--- src/rtl/pc_unit.sv ---
// Fetch-stage program counter with stall, redirect/exception priority and
// an optional return-address stack built when PC_RAS_EN is defined.
module pc_unit #(
    parameter int unsigned      WIDTH     = 32,
    parameter logic [WIDTH-1:0] RESET_VEC = '0,
    parameter logic [WIDTH-1:0] EXC_VEC   = WIDTH'(32'h0000_0080),
    parameter int unsigned      INC       = 4,
    parameter int unsigned      RAS_DEPTH = 4
) (
    input  logic             clk,
    input  logic             rst,
    input  logic             pc_we,
    input  logic             exc_valid,
    input  logic             redir_valid,
    input  logic [WIDTH-1:0] redir_target,
    input  logic             ras_push,
    input  logic [WIDTH-1:0] ras_push_addr,
    input  logic             ras_pop,
    output logic [WIDTH-1:0] pc_out,
    output logic [WIDTH-1:0] pc_plus,
    output logic             ras_empty,
    output logic             ras_full
);

    logic [WIDTH-1:0] r_pc;
    logic [WIDTH-1:0] w_pc_next;
    logic             w_pop;
    logic [WIDTH-1:0] w_ras_top;

    assign pc_out  = r_pc;
    assign pc_plus = r_pc + WIDTH'(INC);

`ifdef PC_RAS_EN
    localparam int unsigned    PTRW     = (RAS_DEPTH > 1) ? $clog2(RAS_DEPTH) : 1;
    localparam logic [PTRW:0]  FULL_CNT = (PTRW + 1)'(RAS_DEPTH);

    logic [WIDTH-1:0] r_stack [RAS_DEPTH];
    logic [PTRW-1:0]  r_top;
    logic [PTRW:0]    r_count;
    logic [PTRW-1:0]  w_top_inc;
    logic             w_push;

    assign w_top_inc = r_top + 1'b1;
    assign w_ras_top = r_stack[r_top];
    assign w_pop     = pc_we & ras_pop & ~exc_valid & ~redir_valid & (r_count != '0);
    assign w_push    = ras_push & ~exc_valid;
    assign ras_empty = (r_count == '0);
    assign ras_full  = (r_count == FULL_CNT);

    // Push+pop replaces the top in place; a plain push when full wraps onto the oldest slot.
    always_ff @(posedge clk) begin
        if (!rst) begin
            r_top   <= '0;
            r_count <= '0;
        end else if (exc_valid) begin
            r_count <= '0;
        end else if (w_pop && !w_push) begin
            r_top   <= r_top - 1'b1;
            r_count <= r_count - 1'b1;
        end else if (w_push && !w_pop) begin
            r_top <= w_top_inc;
            if (r_count != FULL_CNT) begin
                r_count <= r_count + 1'b1;
            end
        end
    end

    always_ff @(posedge clk) begin
        if (rst && w_push) begin
            if (w_pop) begin
                r_stack[r_top] <= ras_push_addr;
            end else begin
                r_stack[w_top_inc] <= ras_push_addr;
            end
        end
    end
`else
    logic w_unused;

    assign w_pop     = 1'b0;
    assign w_ras_top = '0;
    assign ras_empty = 1'b1;
    assign ras_full  = 1'b0;
    assign w_unused  = &{1'b0, ras_push, ras_pop, ras_push_addr, (RAS_DEPTH != 0)};
`endif

    always_comb begin
        w_pc_next = r_pc;
        if (exc_valid) begin
            w_pc_next = EXC_VEC;
        end else if (redir_valid) begin
            w_pc_next = redir_target;
        end else if (w_pop) begin
            w_pc_next = w_ras_top;
        end else if (pc_we) begin
            w_pc_next = pc_plus;
        end
    end

    always_ff @(posedge clk) begin
        if (!rst) begin
            r_pc <= RESET_VEC;
        end else begin
            r_pc <= w_pc_next;
        end
    end

endmodule

--- config.mk ---
export PLATFORM = sky130hd
export DESIGN_NAME = pc_unit
export DESIGN_NICKNAME = d
export VERILOG_FILES = /design/src/rtl/pc_unit.sv
export SDC_FILE = /design/constraint.sdc
export NUM_CORES = 1
export LEC_CHECK = 0
export ABC_AREA = 0
export BUFFER_PORTS_ARGS = -buffer_cell sky130_fd_sc_hd__buf_4
export CAP_MARGIN = 20
export CORE_MARGIN = 4
export CORE_UTILIZATION = 40
export CTS_CLUSTER_SIZE = 10
export DETAILED_ROUTE_END_ITERATION = 16
export HOLD_SLACK_MARGIN = 0.05
export MAX_ROUTING_LAYER = met4
export PLACE_DENSITY = 0.88
export SLEW_MARGIN = 5
export SYNTH_ARGS = -nofsm -noshare
export SYNTH_HDL_FRONTEND = slang
export SYNTH_SLANG_ARGS = --single-unit
--- constraint.sdc ---
create_clock -name clk -period 1.6 [get_ports clk]
set_input_delay 0.08 -clock clk [delete_from_list [all_inputs] [get_ports clk]]
set_output_delay 0.08 -clock clk [all_outputs]
set_load 0.02 [all_outputs]
# --- Word level (Yosys, flattened, before mapping) ---
# Cells that the tools add are included.
totals:
  regBits: 32
  latchBits: 0
  ram_bits: 0
  romBits: 0
  inputBits: 71
  out_inout_bits: 66
  word_cells: 10
  memories: 0
classes:
  addsub: 1
  multipliers: 0
  n_div: 0
  order_cmp: 0
  n_eq_ne: 0
  n_shift: 0
  n_mux: 3
  bitwise_logic: 1
  n_reduce_logical: 3
op_table:
  columns: ["op", "count"]
  rows:
  - ["$mux 32", 2]
  - ["$add 32x3->32 const B", 1]
  - ["$mux 8", 1]
  - ["$reduce_bool 3->1", 1]
  - ["$reduce_bool 2->1", 1]
  - ["$reduce_or 2->1", 1]
  - ["$not 1->1", 1]

# --- Longest topological paths before layout ---
# Gate-level depths: netlist of the first run.
depth:
  word_depth: 4
  mapped_depth: 7
  ltp_nobuf: 6

# --- Worst setup path before layout of the first run ---
# Ideal clock, no wire load.
synth_timing:
  kind: "flip-flop to output port"
  from: "reg r_pc[2] (netlist: pc_out[2])"
  to: "out pc_plus[26]"
  arrival_time_ns: 2.071
  required_time_ns: 1.520
  path_slack_ns: -0.551
  path_stages_with_launch: 7
  path_buffers: 0
  path_cell_list: "dfxtp_1 > ha_1 > nand3_1 > nor4_4 > nand2_1 > nor3_1 > xor2_1"
synth_via:
  elab_chain_len: 1
synth_rtl:
  columns: ["item", "line_no", "rtl"]
  rows:
  - ["start: declaration", "25", "logic [WIDTH-1:0] r_pc;"]
  - ["start signal: assignment", "104", "r_pc <= w_pc_next;"]
  - ["$add 32x3->32", "31", "assign pc_plus = r_pc + WIDTH'(INC);"]
  - ["end: declaration", "20", "output logic [WIDTH-1:0] pc_plus,"]
# No other way between the ends.

# --- Final worst setup path of the first run ---
layout_timing:
  from: "reg r_pc[6] (netlist: pc_out[6])"
  to: "out pc_plus[24]"
# Same word-level chain as after synthesis.

==> summary.txt, run 1 <==
Outcome
  – Status: finished, violations left
  – Violated checks: negative setup slack

Clock tree
  – Maximum clock path buffer count: 2
  – Worst-skew pair later-pin latency: around 300 ps
  – Num CTS Buffers: 5
  – Htree depth: 2
  – Clock Sinks: 32
  – Clk root buf: clkbuf_8
  – Register clock-pin slew on the reported worst setup and hold paths: 80 ps
  – CTS tree: built

Cells and area
  – Synth-to-Final Area Change: 93.69%
  – Ant diodes: 0
  – Layout cells sized above 1: between 60% and 70%
  – Finished Layout Cells: between 500 and 600
  – Layout net count: ~540
  – Filler cells: 313
  – Max reg flops: 30

Floorplan
  – Row count: 27
  – Die Ht: 85.46 um
  – Top Ports: around 140
  – Starting Density: approximately 42%
  – Die ar.: about 7300 um^2
  – Chip width: around 85 um
  – Core Box Area: around 5700 um^2

Critical path
  – Setup crit start: pc_out[6]$_SDFFE_PP0P_
  – Worst-path cell with the longest stage delay: dfxtp_4
  – CP startpoint kind: flop
  – Critical Setup Path Class: flop to primary output
  – Crit path largest cell delay: between 400 and 500 ps
  – Reg2reg start: pc_out[12]$_SDFFE_PP0P_
  – R2r setup slk: -260 ps
  – Critical Path AT: between 1500 and 2000 ps
  – Worst setup path endpoint: pc_plus[24]
  – Worst path cell trace: nand4_4, nor4_4, buf_4, nand2_4, nor3_4, xor2_2, buf_6
  – Crit end category: primary output
  – CP max FO: 8
  – RR Endpoint: pc_out[23]$_SDFFE_PP0P_
  – Worst endpoint required time: 1520 ps
  – Worst R2R Path Depth: 8

Synth
  – Yosys reg bits: 32
  – Synthesized area per cell: about 8.1 um^2
  – Prevailing post-synth register cell: dfxtp_1
  – Yosys top cell by area: dfxtp_1
  – Area share of the largest cell type after synthesis: between 20% and 30%
  – Area of the mapped netlist: 2400 um^2
  – Synth Area in Compound Gates: a little under a tenth
  – Share of synthesized cell area in and, or, nand and nor gates: between 30% and 40%
  – Cells after synthesis: 295
  – YS warnings: 0
  – Largest family of logic cells by synthesized area: simple AND/OR/NAND/NOR gates
  – Register area share after synthesis: about a quarter
  – Number of synthesized flops with an enable pin: 0
  – Synth Area in Adders: less than 1%
  – Synth Net Count: 367
  – Most numerous cell in the Yosys netlist: nor2_1
  – Top post-synthesis cells by area: dfxtp_1, xor2_1, xnor2_1
  – Yosys cell types: 40
  – Top post-synthesis cells by count: nor2_1, dfxtp_1, xor2_1
  – Post-synthesis xor/xnor area fraction: about a fifth
  – FFs w/ async S/R, synth: 0%
  – Multiplexer share of the synthesized area: 3.754%

Timing
  – Final Slew Violations: 0
  – Final Setup Violations: 43
  – Final Hold Fails: 0
  – RSZ-0062 raised after global routing: yes
  – Min setup slack post-route: -424.3 ps
  – Setup_tns: -9201 ps
  – Final Cycle Share: 126.5%
  – Highest Clock Rate: 494.0 MHz
  – Clock Skew: approximately 13 ps
  – Post-layout min period: ~2000 ps

Pwr
  – Pwr per Cell Area: around 470 nW/um^2
  – Clock share of power: 31.5%
  – Sw power: 0.6978 mW
  – Sw Ratio: about 32%
  – P_leak: 2.263 nW
  – Pint: 1.469 mW
  – Flop pwr share: approximately two fifths
  – Comb pwr share: between 20 and 30%
  – Worst IR Drop VDD: roughly 0.34 mV
  – Power Total: roughly 2.2 mW

Hold path
  – Hold WC Path Type: input pin to flop

Global routing
  – Largest net degree at the start of global routing: 35
  – Number of global-route vias before repair: 3,135
  – GRT Residual Overflow: 0
  – Initial antenna violation count: 0
  – Global-route wire length before repair: roughly 16,000 um
  – GR Util All Layers: 27.61%

Drt
  – Total Routed Length: 11,180 um
  – WL/cell: between 20 and 25 um
  – 1st-iter DRT viols: roughly 190
  – ANT nets after route: 0
  – Vias/cell: roughly 5.7
  – 1st-pass router iterations: 5
  – Via count: 3,098
  – DR DRC count: 0

Place
  – Hpwl dp: a little over 6000 um
  – DP Cell Count: 493
  – IO Port Bufs: 100
  – GP Congestion: 0.9301

Flow run
  – Max cap viols: 0
==> power groups by stage <==
stage	Combinational (mW)	Sequential (mW)	Clock (mW)
floorplan	0.246	0.922	0
global placement	0.508	0.879	0
detailed placement	0.520	0.882	0
CTS	0.573	0.857	0.671
global route	0.653	0.868	0.709
finish	0.618	0.865	0.683
==> routing by layer <==
| metal | up-vias | GRT usage (%) | part of all wire [%] |
|---|---|---|---|
| li1 | 1360 | - | - |
| met1 | 1498 | 29.51 | 35 |
| met2 | 186 | 50.71 | 54 |
| met3 | 54 | 4.272 | 5.5 |
| met4 | 0 | 10.50 | 5.5 |
| met5 | - | - | 0 |
==> metrics by stage <==
stage          worst slack, ps  instance area (um^2)  utilization, %  hold slack [ps]
4_1_cts                 -352.0                  4324           76.19            55.63
3_5_place_dp            -144.0                  3655           64.40            315.6
3_3_place_gp            -61.83                  3655           64.40            311.8
2_1_floorplan           -153.8                  2609               -            201.5
5_1_grt                 -498.2                  4648           81.90            68.99
6_report                -424.3                  4648           81.90            58.59
==> kinds of logic after synthesis <==
group                    Yosys count
AO/OA/AOI/OAI                     31
XOR/XNOR                          51
adder cells (fa/ha/maj)            1
buffers and inverters             39
flip-flops                        32
multiplexers                       9
other                              2
AND/OR/NAND/NOR                  130
==> critical path: cells and delay by family, from the launching register on <==
kind	cells	cell delay, ps
AND/OR/NAND/NOR	4	710
flip-flops	1	420
buffers and inverters	2	330
XOR/XNOR	1	170
==> worst min-delay path by stage <==
stage,from,to,cells past startpoint
after floorplan,rst,pc_out[7]$_SDFFE_PN0P_,2
after detailed placement,redir_target[3],pc_out[3]$_SDFFE_PP0P_,3
final,redir_target[24],pc_out[24]$_SDFFE_PP0P_,3
after global placement,redir_target[12],pc_out[12]$_SDFFE_PP0P_,3
after CTS,redir_target[7],pc_out[7]$_SDFFE_PN0P_,3
after global routing,redir_target[31],pc_out[31]$_SDFFE_PP0P_,3
==> layout by cell type, fill, tap and decap left out, types with 5 or more instances in the layout <==
master	netlist	routed
inv_1	11	8
nand3_4	0	8
xor2_1	27	18
mux2i_1	9	9
buf_4	11	152
nand2_1	18	10
and3_1	9	5
nand4_1	16	16
buf_6	5	32
dfxtp_4	0	12
dfxtp_1	32	13
xnor2_1	24	12
dlygate4sd3_1	0	12
dfxtp_2	0	7
xnor2_2	0	11
nor2_1	38	34
nor3_4	0	6
xor2_2	0	9
a21oi_1	12	11
clkbuf_8	1	6
nand3_1	16	6
a211oi_2	3	8
==> area by class of cell <==
cell class	instances	area [um^2]	area share (%)
repair buffers	197	1642	35.32
inverters	11	41.29	0.8883
multi-input cells	224	2091	44.98
well taps	72	90.09	1.938
flip-flops and latches	32	694.4	14.94
clock buffers	8	90.09	1.938
==> timing repair <==
| item | in CTS | in global routing |
|---|---|---|
| pin swaps | 38 | 38 |
| endpoints found under the hold margin | 12 | 0 |
| setup endpoints to repair | 37 | 49 |
| setup buffers | 20 | 14 |
| resized for setup | 66 | 54 |
| hold buffers | 12 | 0 |
| gates cloned | 1 | 0 |
(Power assumes the default switching activity.)
==> run 2: changes to the inputs <==
CORE_MARGIN = 3   (was 4)
==> run 2 against run 1 <==
The run still ends with negative setup slack left. Non-clock buffer count grew 3. Sequential cell count stayed put. Clock power decreased by 6.7%. Via count about the same. Die area is 4.6% lower. Combinational power decreased by 3%. Core utilization is 1.1 points lower. Critical endpoint is now pc_plus[18].
==> summary.txt, run 2 (same netlist as run 1, synthesis figures left out) <==
Outcome
  – Status: finished, violations left
  – Violated checks: negative setup slack

Critical path
  – Worst path cell trace: buf_6, buf_6, and4_4, nand2_4, nor3_4, xor2_1, buf_4
  – CP startpoint kind: flop
  – Most Frequent Cell on Critical Path: buf_6
  – Critical Setup Path Class: flop to primary output
  – Worst-path cell with the longest stage delay: dfxtp_4
  – Worst endpoint required time: roughly 1500 ps
  – Crit path largest cell delay: ~400 ps
  – CP max FO: 5
  – Crit-path leading delay family: simple AND/OR/NAND/NOR gates
  – Worst path depth: 7
  – Critical Path AT: around 1900 ps
  – Crit end category: primary output
  – Crit path buf inv count: 3
  – Worst R2R Path Depth: 10

Clock tree
  – Clk root buf: clkbuf_8
  – Clock Sinks: 32
  – Worst-skew pair later-pin latency: ~300 ps
  – Register clock-pin slew on the reported worst setup and hold paths: ~80 ps
  – Num CTS Buffers: 5
  – Htree depth: 2
  – Maximum clock path buffer count: 2
  – CTS tree: built

Cells and area
  – Commonest non-fill, non-tap cell in the layout: buf_4
  – Filler cells: about 300
  – Max reg flops: 30
  – Finished Core Util: about 81%
  – Ant diodes: 0
  – Reg area: between 600 and 700 um^2
  – Finished Layout Cells: 547
  – Multi-input logic area: ~2000 um^2
  – Layout cells sized above 1: between 60% and 70%
  – Synth-to-Final Area Change: 89.89%
  – Layout net count: about 550
  – Commonest cells after routing, fill and taps aside: buf_4, nor2_1, buf_6

Timing
  – Final Setup Violations: 46
  – Final Slew Violations: 0
  – Final Hold Fails: 0
  – Setup_tns: -9308 ps
  – Min setup slack post-route: -380.8 ps
  – Clock Skew: 13.97 ps
  – Post-layout min period: 1981 ps
  – Highest Clock Rate: approximately 500 MHz
  – RSZ-0062 raised after global routing: yes
  – Final Cycle Share: 123.8%

Drt
  – WL/cell: between 15 and 20 um
  – 1st-pass router iterations: 4
  – 1st-iter DRT viols: about 240
  – DR DRC count: 0
  – ANT nets after route: 0
  – Via count: roughly 3,100
  – Total Routed Length: approximately 11,000 um
  – Vias/cell: about 5.7

Global routing
  – Largest net degree at the start of global routing: 35
  – Global-route wire length before repair: around 14,000 um
  – Number of global-route vias before repair: slightly below 3,000
  – Initial antenna violation count: 0
  – GR Util All Layers: about a quarter
  – GRT Residual Overflow: 0

Place
  – DP Worst Slack: -122.6 ps
  – DP Cell Count: 494
  – IO Port Bufs: 100
  – GP Congestion: 0.9162
  – Hpwl dp: 6079 um

Pwr
  – Clock share of power: 30.2%
  – P_leak: between 2 and 2.5 nW
  – Comb pwr share: ~29%
  – Pint: 1.420 mW
  – Worst IR Drop VDD: 0.3814 mV
  – Sw Ratio: about a third
  – Sw power: 0.6871 mW
  – Pwr per Cell Area: around 460 nW/um^2
  – Flop pwr share: around two fifths

Hold path
  – Hold Path Stages: 3
  – Hold WC Path Type: input pin to flop

Flow run
  – Max cap viols: 0

Floorplan
  – Chip width: roughly 83 um
  – Die Ht: about 83 um
  – Row count: 27
  – Die ar.: 6965 um^2
  – Core Box Area: roughly 5600 um^2
  – Starting Density: between 40% and 50%
  – Top Ports: roughly 140
## run 2: area by class of cell
class                           count  share of cell area [%]
Multi-Input combinational cell    224                   44.04
Inverter                           11                  0.9061
Tap cell                           72                   1.977
Clock buffer                        7                   1.675
Clock inverter                      1                  0.1098
Timing Repair Buffer              200                   36.22
Sequential cell                    32                   15.07
## run 2: through the flow
stage | cell area [um^2] | total power [mW] | hold slack (ps)
2_1_floorplan | 2609 | 1.167 | 201.5
3_3_place_gp | 3662 | 1.387 | 311.0
3_5_place_dp | 3662 | 1.400 | 322.1
4_1_cts | 4205 | 2.045 | 55.49
5_1_grt | 4557 | 2.175 | 62.17
6_report | 4557 | 2.107 | 49.96
## run 2: worst register-to-register path, cell delays in order, from the launching register on
cell and delay [ps]:
dfxtp_4 390, buf_6 100, buf_6 80, buf_6 90, and4_4 220, nand3_4 150
buf_4 180, buf_6 110, nor3_4 140, xnor2_1 120, a211oi_1 220
## run 2: path summary, 6_finish.rpt
kind,startpoint,endpoint,slack [ps]
worst max-delay path,pc_out[10]$_SDFFE_PP0P_,pc_plus[18],-380
worst min-delay path,redir_target[13],pc_out[13]$_SDFFE_PP0P_,50
worst max register to register,pc_out[9]$_SDFFE_PP0P_,pc_out[17]$_SDFFE_PP0P_,-280
worst min register to register,flop,flop,580
## run 2: timing repair
item	CTS	global route
pin swaps	26	36
cloned	0	0
buffers inserted	17	20
hold buffers	11	0
setup endpoints to repair	37	47
gates resized for setup	47	46
hold endpoints to repair	11	0
## run 2: power by group through the flow
stage	Combinational, mW	Sequential [mW]	Clock [mW]
after CTS	0.559	0.861	0.625
after global routing	0.630	0.871	0.674
after global placement	0.508	0.878	0
final	0.602	0.868	0.637
after detailed placement	0.519	0.882	0
after floorplan	0.246	0.922	0
## run 2: per-layer routing
metal	vias up	share of wire, %	global-route usage (%)
li1	1364	-	-
met1	1497	37	27.22
met2	177	50	46.21
met3	59	7.3	5.133
met4	0	6.0	13.60
met5	-	0	-
